--- src/rtl/counter_modn_chain_pkg.sv ---
// Shared types and helpers for the cascadable modulo-N counter.
// Direction encoding and load-value saturation used by every digit stage.
package counter_pkg;

   typedef enum logic {
      DIR_DOWN = 1'b0,
      DIR_UP   = 1'b1
   } dir_t;

   // Out-of-range load digits collapse to zero instead of wrapping.
   function automatic int unsigned sat_digit(input int unsigned value,
                                             input int unsigned modulus);
      return (value < modulus) ? value : 0;
   endfunction

endpackage

--- src/rtl/counter_modn_chain_digit.sv ---
// One modulo-MOD digit stage: clear, saturating load, and up/down step with wrap.
// at_max / at_zero feed the ripple-enable chain in the parent.
module counter_digit
   import counter_pkg::*;
#(
   parameter  int MOD = 10,
   localparam int DW  = $clog2(MOD)
) (
   input  logic          clk,
   input  logic          rstn,
   input  logic          clr,
   input  logic          load,
   input  logic [DW-1:0] load_d,
   input  logic          step,
   input  dir_t          dir,
   output logic [DW-1:0] d,
   output logic          at_max,
   output logic          at_zero
);

   localparam logic [DW-1:0] MAX_VAL = DW'(MOD - 1);

   logic [DW-1:0] r_d;

   always_ff @(posedge clk or negedge rstn) begin
      if (!rstn) begin
         r_d <= '0;
      end else if (clr) begin
         r_d <= '0;
      end else if (load) begin
         r_d <= DW'(sat_digit(32'(load_d), MOD));
      end else if (step) begin
         if (dir == DIR_UP) begin
            r_d <= (r_d == MAX_VAL) ? '0 : r_d + DW'(1);
         end else begin
            r_d <= (r_d == '0) ? MAX_VAL : r_d - DW'(1);
         end
      end
   end

   assign d       = r_d;
   assign at_max  = (r_d == MAX_VAL);
   assign at_zero = (r_d == '0);

endmodule

--- src/rtl/counter_modn_chain.sv ---
// Cascadable DIGITS x modulo-MOD counter with up/down, clear, load, carry-out and sticky wrap flag.
// Digit i steps only when every lower digit sits at its terminal value for the current direction.
module counter_modn_chain
   import counter_pkg::*;
#(
   parameter  int DIGITS = 2,
   parameter  int MOD    = 10,
   localparam int DW     = $clog2(MOD)
) (
   input  logic                 clk,
   input  logic                 rstn,
   input  logic                 en,
   input  logic                 dir,
   input  logic                 clr,
   input  logic                 load,
   input  logic [DIGITS*DW-1:0] load_val,
   output logic [DIGITS*DW-1:0] cnt,
   output logic                 cout,
   output logic                 ovf
);

   dir_t              w_dir;
   logic              w_count;
   logic              w_terminal;
   logic [DIGITS-1:0] w_at_max;
   logic [DIGITS-1:0] w_at_zero;
   logic [DIGITS-1:0] w_step;
   logic [DIGITS:0]   w_lo_max;
   logic [DIGITS:0]   w_lo_zero;
   logic              r_ovf;

   assign w_dir   = dir_t'(dir);
   assign w_count = en & ~clr & ~load;

   // w_lo_*[i]: all digits below i are at max / zero; index DIGITS covers the whole chain.
   always_comb begin
      w_lo_max     = '0;
      w_lo_zero    = '0;
      w_lo_max[0]  = 1'b1;
      w_lo_zero[0] = 1'b1;
      for (int i = 0; i < DIGITS; i++) begin
         w_lo_max[i+1]  = w_lo_max[i]  & w_at_max[i];
         w_lo_zero[i+1] = w_lo_zero[i] & w_at_zero[i];
      end
   end

   always_comb begin
      w_step = '0;
      for (int i = 0; i < DIGITS; i++) begin
         w_step[i] = w_count & ((w_dir == DIR_UP) ? w_lo_max[i] : w_lo_zero[i]);
      end
   end

   assign w_terminal = (w_dir == DIR_UP) ? w_lo_max[DIGITS] : w_lo_zero[DIGITS];
   assign cout       = w_count & w_terminal;

   for (genvar g = 0; g < DIGITS; g++) begin : g_digit
      counter_digit #(
         .MOD (MOD)
      ) u_digit (
         .clk     (clk),
         .rstn    (rstn),
         .clr     (clr),
         .load    (load),
         .load_d  (load_val[g*DW +: DW]),
         .step    (w_step[g]),
         .dir     (w_dir),
         .d       (cnt[g*DW +: DW]),
         .at_max  (w_at_max[g]),
         .at_zero (w_at_zero[g])
      );
   end

   always_ff @(posedge clk or negedge rstn) begin
      if (!rstn) begin
         r_ovf <= 1'b0;
      end else if (clr) begin
         r_ovf <= 1'b0;
      end else if (cout) begin
         r_ovf <= 1'b1;
      end
   end

   assign ovf = r_ovf;

endmodule

--- config.mk ---
export PLATFORM = sky130hd
export DESIGN_NAME = counter_modn_chain
export DESIGN_NICKNAME = d
export VERILOG_FILES = /design/src/rtl/counter_modn_chain_pkg.sv /design/src/rtl/counter_modn_chain_digit.sv /design/src/rtl/counter_modn_chain.sv
export SDC_FILE = /design/constraint.sdc
export NUM_CORES = 1
export LEC_CHECK = 0
export ABC_AREA = 1
export CAP_MARGIN = 25
export CORE_MARGIN = 2
export CORE_UTILIZATION = 45
export CTS_CLUSTER_SIZE = 28
export DETAILED_ROUTE_END_ITERATION = 12
export PLACE_DENSITY = 0.83
export SETUP_SLACK_MARGIN = 0.5
export SYNTH_ARGS = -nofsm -noshare
export SYNTH_HDL_FRONTEND = slang
export SYNTH_SLANG_ARGS = --single-unit
--- constraint.sdc ---
create_clock -name clk -period 1.64 [get_ports clk]
set_input_delay 0.164 -clock clk [delete_from_list [all_inputs] [get_ports clk]]
set_output_delay 0.164 -clock clk [all_outputs]
set_load 0.02 [all_outputs]
Word-level counts from Yosys, hierarchy flattened --
Cells that the tools add are included.
Word-level totals: bits in registers 9, input bits 14
Cells by class: $add $sub $neg 4, magnitude comparators 2, equality and inequality tests 2, multiplexer cells 18, bitwise logic cells 8, reduce and logical (&&, ||, !) cells 5
Operators by type and width (count):
- 2-to-1 mux 4 bit | 14
- adder 4 x 1 -> 4 bit (second input constant) | 2
- == test 4 bit (second input constant) | 2
- zero test 4 bit | 2
- less-than comparator 4 bit (second input constant) | 2
- subtractor 4 x 1 -> 4 bit (second input constant) | 2
- AND 1 bit | 6
- nonzero test 3 bit | 2
- 2-to-1 mux 1 bit | 4
- NOT 1 bit | 2
- nonzero test 2 bit | 1

Longest topological paths before layout --
Gate-level depths: netlist (run 1).
depth after elaboration 7, depth in mapped cells 10, mapped depth without buffers 10

Cells and area by module --
From an unflattened synthesis (run 1), not the netlist that was laid out.
Unflattened totals: cells, all modules 167, area total of the unflattened synthesis 979.7 µm²
By module, submodules not included:
- counter_digit | instances 2, cells an instance 75, area an instance 437.9 µm², seq. area each 100.1 µm²
- counter_modn_chain | instances 1, cells an instance 17, area an instance 103.8 µm², seq. area each 25.0 µm²

Worst setup path before layout (run 1) --
Ideal clock, no wire load.
path type flip-flop to output port, start point reg g_digit[0].u_digit.r_d[1], end point out cout, arrival time 1.346 ns, required time 1.476 ns, slack 0.130 ns, cell stages (with the launch flop) 7, cell sequence dfrtp_1 > inv_1 > ha_1 > nand4_4 > o22ai_1 > nand2_1 > inv_1
On the way: longest elaborated chain between the ends 4
RTL lines:
- start, declared | line counter_modn_chain_digit.sv:23 | logic [DW-1:0] r_d;
- start signal, assigned | line counter_modn_chain_digit.sv:31 | r_d <= DW'(sat_digit(32'(load_d), MOD));
- start signal, assigned | line counter_modn_chain_digit.sv:34 | r_d <= (r_d == MAX_VAL) ? '0 : r_d + DW'(1);
- start signal, assigned | line counter_modn_chain_digit.sv:36 | r_d <= (r_d == '0) ? MAX_VAL : r_d - DW'(1);
- == test 4 bit or zero test 4 bit (tied branches) | line counter_modn_chain_digit.sv:42, counter_modn_chain_digit.sv:43
- AND 1 bit, on equally long branches | line counter_modn_chain.sv:42, counter_modn_chain.sv:43
- 2-to-1 mux 1 bit (*) | line counter_modn_chain.sv:54 | assign w_terminal = (w_dir == DIR_UP) ? w_lo_max[DIGITS] : w_lo_zero[DIGITS];
- AND 1 bit (*) | line counter_modn_chain.sv:55 | assign cout = w_count & w_terminal;
- end, declared | line counter_modn_chain.sv:18 | output logic cout,
Mark *: on every way between the ends. The rest lies on a longest branch, timed or not.

Worst setup path after layout (run 1) --
start point reg g_digit[1].u_digit.r_d[1], end point out cout
On the way: longest elaborated chain between the ends 4
RTL lines (line):
- start, declared | counter_modn_chain_digit.sv:23
- start signal, assigned | counter_modn_chain_digit.sv:31
- start signal, assigned | counter_modn_chain_digit.sv:34
- start signal, assigned | counter_modn_chain_digit.sv:36
- == test 4 bit or zero test 4 bit (tied branches) | counter_modn_chain_digit.sv:42, counter_modn_chain_digit.sv:43
- AND 1 bit, on equally long branches | counter_modn_chain.sv:42, counter_modn_chain.sv:43
- 2-to-1 mux 1 bit (*) | counter_modn_chain.sv:54
- AND 1 bit (*) | counter_modn_chain.sv:55
Marked as above.

==> results of run 1 <==
-- Yosys cell counts --
| master | instances |
|---|---|
| o21ai_1 | 2 |
| nand3_1 | 18 |
| buf_2 | 1 |
| inv_4 | 1 |
| o22ai_1 | 3 |
| dfrtp_1 | 9 |
| nand4_4 | 1 |
| o211ai_1 | 1 |
| nand2_1 | 52 |
| nor2_4 | 1 |
| buf_4 | 1 |
| nand3_2 | 1 |
| nand2_2 | 4 |
| a21oi_1 | 11 |
| nor2_1 | 9 |
| nand4_1 | 2 |
| ha_1 | 8 |
| inv_1 | 14 |
| inv_2 | 5 |
| a31oi_1 | 1 |
| nor2_2 | 4 |
| o21ai_0 | 5 |
-- critical path: cells and delay by family, from the launching register on --
kind	cells	cell delay [ps]
buf+inv	3	280
flops	1	440
fa+ha+maj	1	150
compound gates	1	200
simple gates	2	170
-- per-layer routing --
| layer | wire [um] | part of all wire | vias up |
|---|---|---|---|
| met5 | 0 | 0 | - |
| met4 | 330 | 0.064 | 0 |
| met3 | 474 | 0.092 | 47 |
| met2 | 2440 | 0.48 | 129 |
| met1 | 1890 | 0.37 | 737 |
| li1 | - | - | 647 |
-- power breakdown --
part | switching, mW | leakage, nW | internal [mW]
Combinational | 0.386 | 0.762 | 0.334
Clock | 0.0873 | 0.0150 | 0.0941
Sequential | 0.0365 | 0.109 | 0.246
Total | 0.510 | 0.887 | 0.675
-- final timing paths --
check / from / endpoint / slack [ps]
min: rstn / g_digit[1].u_digit.d[2] / 220
max in group asynchronous: rstn / g_digit[0].u_digit.d[0] / 1080
max reg2reg: g_digit[1].u_digit.d[1] / ovf / -20
min in group clk: ovf / ovf / 540
min reg2reg: ovf / ovf / 540
max: g_digit[1].u_digit.d[1] / cout / -40
-- cell families after synthesis --
group           count (synthesis)
flops                           9
buf+inv                        22
fa+ha+maj                       8
compound gates                 23
simple gates                   92
-- registers in the layout (all words and copies together), names as in the netlist --
name / flops
ovf: 1
g_digit.u_digit.d: 8
-- cells in the final DEF (no fill, tap or decap), drive strengths merged, types with 4 or more instances in the layout --
| cell | n |
|---|---|
| nand3 | 19 |
| clkdlybuf4s50 | 13 |
| buf | 54 |
| inv | 20 |
| dfrtp | 9 |
| nor2 | 14 |
| clkbuf | 4 |
| ha | 8 |
| o21ai | 7 |
| a21oi | 11 |
| nand2 | 56 |
-- per-stage QoR --
stage | setup WS, ps | TNS, ps | total power [mW] | area [um^2] | hold slack [ps]
global route | -61.4 | -90.3 | 1.23 | 1840 | 245
CTS | 17.7 | 0 | 1.04 | 1710 | 225
global placement | -336 | -336 | 0.776 | 1520 | 461
finish | -42.0 | -63.6 | 1.18 | 1840 | 219
floorplan | 308 | 0 | 0.558 | 1050 | -132
detailed placement | -346 | -346 | 0.804 | 1520 | 481
-- final cells by class --
| cell class | count | area share |
|---|---|---|
| timing repair buffer | 68 | 0.346 |
| inverter | 20 | 0.0475 |
| sequential | 9 | 0.126 |
| clock buffer | 4 | 0.0143 |
| multi-input combinational | 123 | 0.448 |
| tap | 27 | 0.0183 |
-- timing repair --
item | in CTS | in global routing
pin swaps | 15 | 11
endpoints found under the setup margin | 19 | 18
gates resized for setup | 67 | 31
setup buffers | 12 | 4
gates cloned | 0 | 0
hold endpoints to repair | 0 | 0
==> key figures, run 1 <==
Synthesis
  – Mux cell area share after synthesis: 0
  – Post-synthesis sequential area ratio: 0.234
  – Top cells by area, synth: dfrtp_1 23%, nand2_1 20%, ha_1 10%
  – Main combinational cell family by area after synthesis: simple AND/OR/NAND/NOR gates
  – Area of the mapped netlist: between 900 and 1000 um^2
  – Mapped Cells: between 150 and 200
  – Xor and xnor area share after synthesis: 0
  – Unique masters post-synth: 22
  – Synth top area share: 0.234
  – Area leader, netlist: dfrtp_1
  – Adder-Cell Fraction of Synth Area: 0.104
  – Syn_area_per_cell: 6.25 um^2
  – Syn Nets: approximately 180
  – Syn. warnings: 0
  – Synth Area in Simple Gates: 0.441
  – Compound-Gate Fraction of Synth Area: 0.127
  – #FFs+latches synth: 9

STA
  – Worst-Margin Slew: around 470 ps
  – Fmax: 0.595 GHz
  – RSZ-0062 raised after global routing: true
  – Clock Skew: approximately 1.9 ps
  – Fin. Hold Viols: 0
  – Final worst path period need: between 1500 and 2000 ps
  – Crit share post-route: 1.03
  – Final Setup Violations: 2
  – Slew HR: 0.686
  – Final WS setup: -42.0 ps
  – Max-slew violation count: 0

Clock network
  – Latest clock arrival within the worst-skew pair: 270 ps
  – Htree depth: 1
  – Clock transition at path regs: around 70 ps
  – CTS root buf: clkbuf_4
  – CTS tree: done
  – Hold Buf Count CTS: 0
  – Clock buffer count from CTS: 3
  – Clock sinks: 9
  – CTS Buffer Depth: 2

Run
  – Max-cap viol count: 0

Cells and area
  – Final Util: 0.930
  – Antenna cells: 0
  – Syn-to-layout area delta: 91.5%
  – Nets: approximately 250
  – Multi-input gate area: approximately 830 um^2
  – Final std cells w/o fill: about 250
  – Storage cell area: ~230 um^2
  – Filler Cell Count: 64
  – Share of cells above drive strength 1: 0.509

GRT
  – GRT overflow: 0
  – Global-route wire length before repair: around 6500 um
  – GRT met2 Usage: 0.610
  – Largest net degree at the start of global routing: 12
  – Initial antenna violation count: 0
  – Vias in the first global route: around 1400
  – GRT Overall Usage: 0.342
  – Met3 Use GR: 0.0298
  – Most used routing layer: met2
  – Met1 usage: 0.403

Placed design
  – Dpl cells: 231
  – HPWL after DPL: about 2600 um
  – Placer congestion estimate: about 0.9
  – Port Buffers: 23

Power
  – Max VDD drop: about 0.00060 V
  – Power Density: roughly 640 nW/um^2
  – Leakage: 0.887 nW

Die
  – Num rows: 16
  – DIE AREA: 2520 um^2
  – Die Span Y: between 50 and 60 um
  – IO Count: 24
  – Initial Util: 0.485
  – Die W: between 50 and 60 um
  – Core area: just under 2000 um^2

Routing
  – Post-DR wirelength/cell: slightly above 20 um
  – DRC Markers: 0
  – Pre-Repair DR Iteration Count: 4
  – Vias/cell: just over 6
  – Routed wire length: roughly 5100 um
  – Antenna Nets Post-Route: 0
  – DR vias: about 1600
  – DRT iter0 DRCs: 74

Outcome
  – Failing checks: negative setup slack
  – Status: finished, violations left

Worst setup path
  – Crit start category: flip-flop
  – Arrival time worst endpoint: between 1500 and 2000 ps
  – Worst R2R Path Depth: 10
  – Worst EP required: approximately 1500 ps
  – CP Cell Sequence: inv_4, ha_4, nand3_4, o22ai_2, nand2_2, inv_2, buf_6
  – Critical-path top delay cell: dfrtp_2
  – Crit Path Category: reg -> out
  – CP endpoint kind: output port
  – Crit-path max cell delay: between 400 and 500 ps
  – Crit-path max FO: 3

Min path
  – Worst min path class: in -> async
No activity file was read; power rests on OpenSTA's default activity.
==> inputs of run 2 (changes only) <==
--- a/config.mk
+++ b/config.mk
@@ -8,10 +8,10 @@
 export ABC_AREA = 1
 export CAP_MARGIN = 25
 export CORE_MARGIN = 2
-export CORE_UTILIZATION = 45
+export CORE_UTILIZATION = 35
 export CTS_CLUSTER_SIZE = 28
 export DETAILED_ROUTE_END_ITERATION = 12
-export PLACE_DENSITY = 0.83
+export PLACE_DENSITY = 0.71
 export SETUP_SLACK_MARGIN = 0.5
 export SYNTH_ARGS = -nofsm -noshare
 export SYNTH_HDL_FRONTEND = slang
==> constraint.sdc (replaced) <==
create_clock -name clk -period 1.44 [get_ports clk]
set_input_delay 0.144 -clock clk [delete_from_list [all_inputs] [get_ports clk]]
set_output_delay 0.144 -clock clk [all_outputs]
set_load 0.02 [all_outputs]
==> run 2 against run 1 <==
Compared with the run above: the run still ends with negative setup slack left; utilization decreased by 22 points; clock skew up 19 ps; combinational power grew 14%; non-clock buffer count grew 6; total power up 15%; sequential share of layout area decreased by 0.36 points; cell count increased by 4.0%; sequential power increased by 13%; via count decreased by 9.6%; first-iteration DRC count down 22%; count of clock-buffer cells in the layout stayed put; largest cell class unchanged; highest routed layer unchanged.
==> key figures, run 2 (synthesis results as in run 1) <==
Clock network
  – Clock sinks: 9 (unchanged)
  – Htree depth: 1 (unchanged)
  – Hold Buf Count CTS: 0 (unchanged)
  – CTS tree: done
  – CTS Buffer Depth: 2 (unchanged)
  – Latest clock arrival within the worst-skew pair: 280 ps (about the same)
  – CTS root buf: clkbuf_4
  – Clock transition at path regs: 90 ps (+20 ps)
  – Clock buffer count from CTS: 3 (unchanged)

Die
  – Die W: 56.4 um (+12%)
  – Num rows: 19 (+3)
  – Core area: 2690 um^2 (+36%)
  – Die Span Y: 56.4 um (+12%)
  – IO Count: 24 (unchanged)
  – DIE AREA: 3180 um^2 (+26%)
  – Initial Util: 0.358 (-0.127)

Outcome
  – Failing checks: negative setup slack
  – Status: finished, violations left

Cells and area
  – Share of cells above drive strength 1: 0.522 (+0.0128)
  – Filler Cell Count: 185 (+190%)
  – Syn-to-layout area delta: 98.2%
  – Max reg flops: 8 (unchanged)
  – Commonest non-fill, non-tap cells in the layout: 47 x nand2_1, 40 x buf_4, 21 x buf_6
  – Nets: 253 (+2.4%)
  – Antenna cells: 0 (unchanged)
  – Final std cells w/o fill: 261 (+4.0%)
  – Most common library cell in the layout ignoring fill and taps: nand2_1

Power
  – Power Density: 714 nW/um^2 (+11%)
  – Leakage: 0.914 nW (+3.1%)
  – Max VDD drop: 0.000949 V (+59%)

Placed design
  – HPWL after DPL: 2360 um (-7.6%)
  – Dpl cells: 239 (+3.5%)
  – Port Buffers: 23 (unchanged)
  – Placer congestion estimate: 0.898 (-0.55%)

Worst setup path
  – CP endpoint kind: flip-flop
  – Critical-path top delay cell: dfrtp_2
  – Crit-path max FO: 3 (unchanged)
  – Worst EP required: 1640 ps (+160 ps)
  – R2R Path End: g_digit[0].u_digit.d[2]
  – Crit start category: flip-flop
  – Worst setup endpoint: g_digit[0].u_digit.d[2]
  – Critical R2R Launch: g_digit[0].u_digit.d[0]
  – Reg-to-reg slack, setup: -240 ps (-220 ps)
  – Crit-path max cell delay: 460 ps (+20 ps)
  – Worst R2R Path Depth: 11 (+1)
  – Arrival time worst endpoint: 1880 ps (+360 ps)
  – Critical Path Start: g_digit[0].u_digit.d[0]
  – Crit Path Category: reg -> reg
  – Most frequent CP cell: buf_6
  – CP Cell Sequence: buf_6, buf_6, buf_6, ha_4, inv_4, nand2_4, nand3_2, nand3_2, nand2_1, nand2_1, a21oi_2

STA
  – Clock Skew: 21.1 ps (+19.3 ps)
  – Fin. Hold Viols: 0 (unchanged)
  – Worst hold slack: 169 ps (-49.6 ps)
  – RSZ-0062 raised after global routing: true
  – Max-slew violation count: 0 (unchanged)
  – Slew HR: 0.696 (+0.00967)
  – Final worst path period need: roughly 1700 ps
  – Worst-Margin Slew: 455 ps (-14.5 ps)
  – Crit share post-route: 1.17
  – Fmax: between 0.5 and 0.6 GHz
  – Final WS setup: -243 ps (-201 ps)
  – Final Setup Violations: 9 (+7)

Min path
  – Worst min path class: in -> async

Routing
  – Pre-Repair DR Iteration Count: 6 (+2)
  – Routed wire length: 4120 um (-20%)
  – DRT iter0 DRCs: 58 (-22%)
  – DR vias: 1410 (-9.6%)
  – Antenna Nets Post-Route: 0 (unchanged)
  – Post-DR wirelength/cell: 15.8 um (-23%)
  – DRC Markers: 0 (unchanged)
  – Vias/cell: 5.40 (-13%)

GRT
  – Vias in the first global route: 1341 (-6.9%)
  – GRT Overall Usage: 0.227 (-0.114)
  – GRT overflow: 0 (unchanged)
  – Largest net degree at the start of global routing: 12 (unchanged)
  – Global-route wire length before repair: 5870 um (-10%)
  – Initial antenna violation count: 0 (unchanged)

Run
  – Max-cap viol count: 0 (unchanged)
[run 2: changes by cell type in the layout (fill, tap and decap cells not counted), sizes merged]
cell | previous run | this run
buf | 54 | 61
clkdlybuf4s15 | 1 | 0
[run 2: worst min path at each step]
stage / from / end / slack [ps]
after floorplan: rstn / g_digit[0].u_digit.d[0] / -150
after global placement: ovf / ovf / 460
after detailed placement: rstn / g_digit[1].u_digit.d[2] / 480
after CTS: rstn / ovf / 190
after global routing: rstn / g_digit[0].u_digit.d[2] / 210
final: rstn / g_digit[0].u_digit.d[2] / 170
[run 2: power breakdown]
group	total [mW]	switching, mW	internal (mW)
clock	0.220	0.113	0.107
combinational	0.820	0.420	0.400
sequential	0.321	0.0399	0.281
total	1.36	0.572	0.789
[run 2: stage by stage]
| stage | worst slack [ps] | TNS [ps] | area (um^2) | utilization | power (mW) |
|---|---|---|---|---|---|
| global route | -282 | -1580 | 1910 | 0.710 | 1.42 |
| CTS | -169 | -377 | 1760 | 0.657 | 1.21 |
| finish | -243 | -967 | 1910 | 0.710 | 1.36 |
| floorplan | 128 | 0 | 1050 | - | 0.635 |
| detailed placement | -517 | -847 | 1550 | 0.578 | 0.918 |
| global placement | -493 | -619 | 1550 | 0.578 | 0.901 |
[run 2: metal layers]
| metal | wire length, um | part of all wire | vias up | GRT usage |
|---|---|---|---|---|
| met5 | 0 | 0 | - | 0 |
| met4 | 177 | 0.043 | 0 | 0.0952 |
| met3 | 292 | 0.071 | 16 | 0.00922 |
| met2 | 2080 | 0.51 | 78 | 0.409 |
| met1 | 1570 | 0.38 | 658 | 0.281 |
| li1 | - | - | 658 | - |
[run 2: timing repair]
action,4_1_cts,5_1_grt
pin swaps,18,16
setup endpoints to repair,19,19
buffers inserted,10,8
cloned,0,0
resized for setup,83,21
[run 2: critical path, delay by kind of cell (launching register included)]
kind	cells	cell delay [ps]
flops	1	460
buf+inv	4	430
simple gates	5	360
compound gates	1	180
fa+ha+maj	1	160
[run 2: final cells by class]
cell class	count	area, um^2	share of cell area
Multi-Input combinational cell	123	851	0.446
Timing Repair Buffer	74	667	0.350
Sequential cell	9	234	0.123
Inverter	20	90.1	0.0472
Tap cell	31	38.8	0.0203
Clock buffer	4	26.3	0.0138
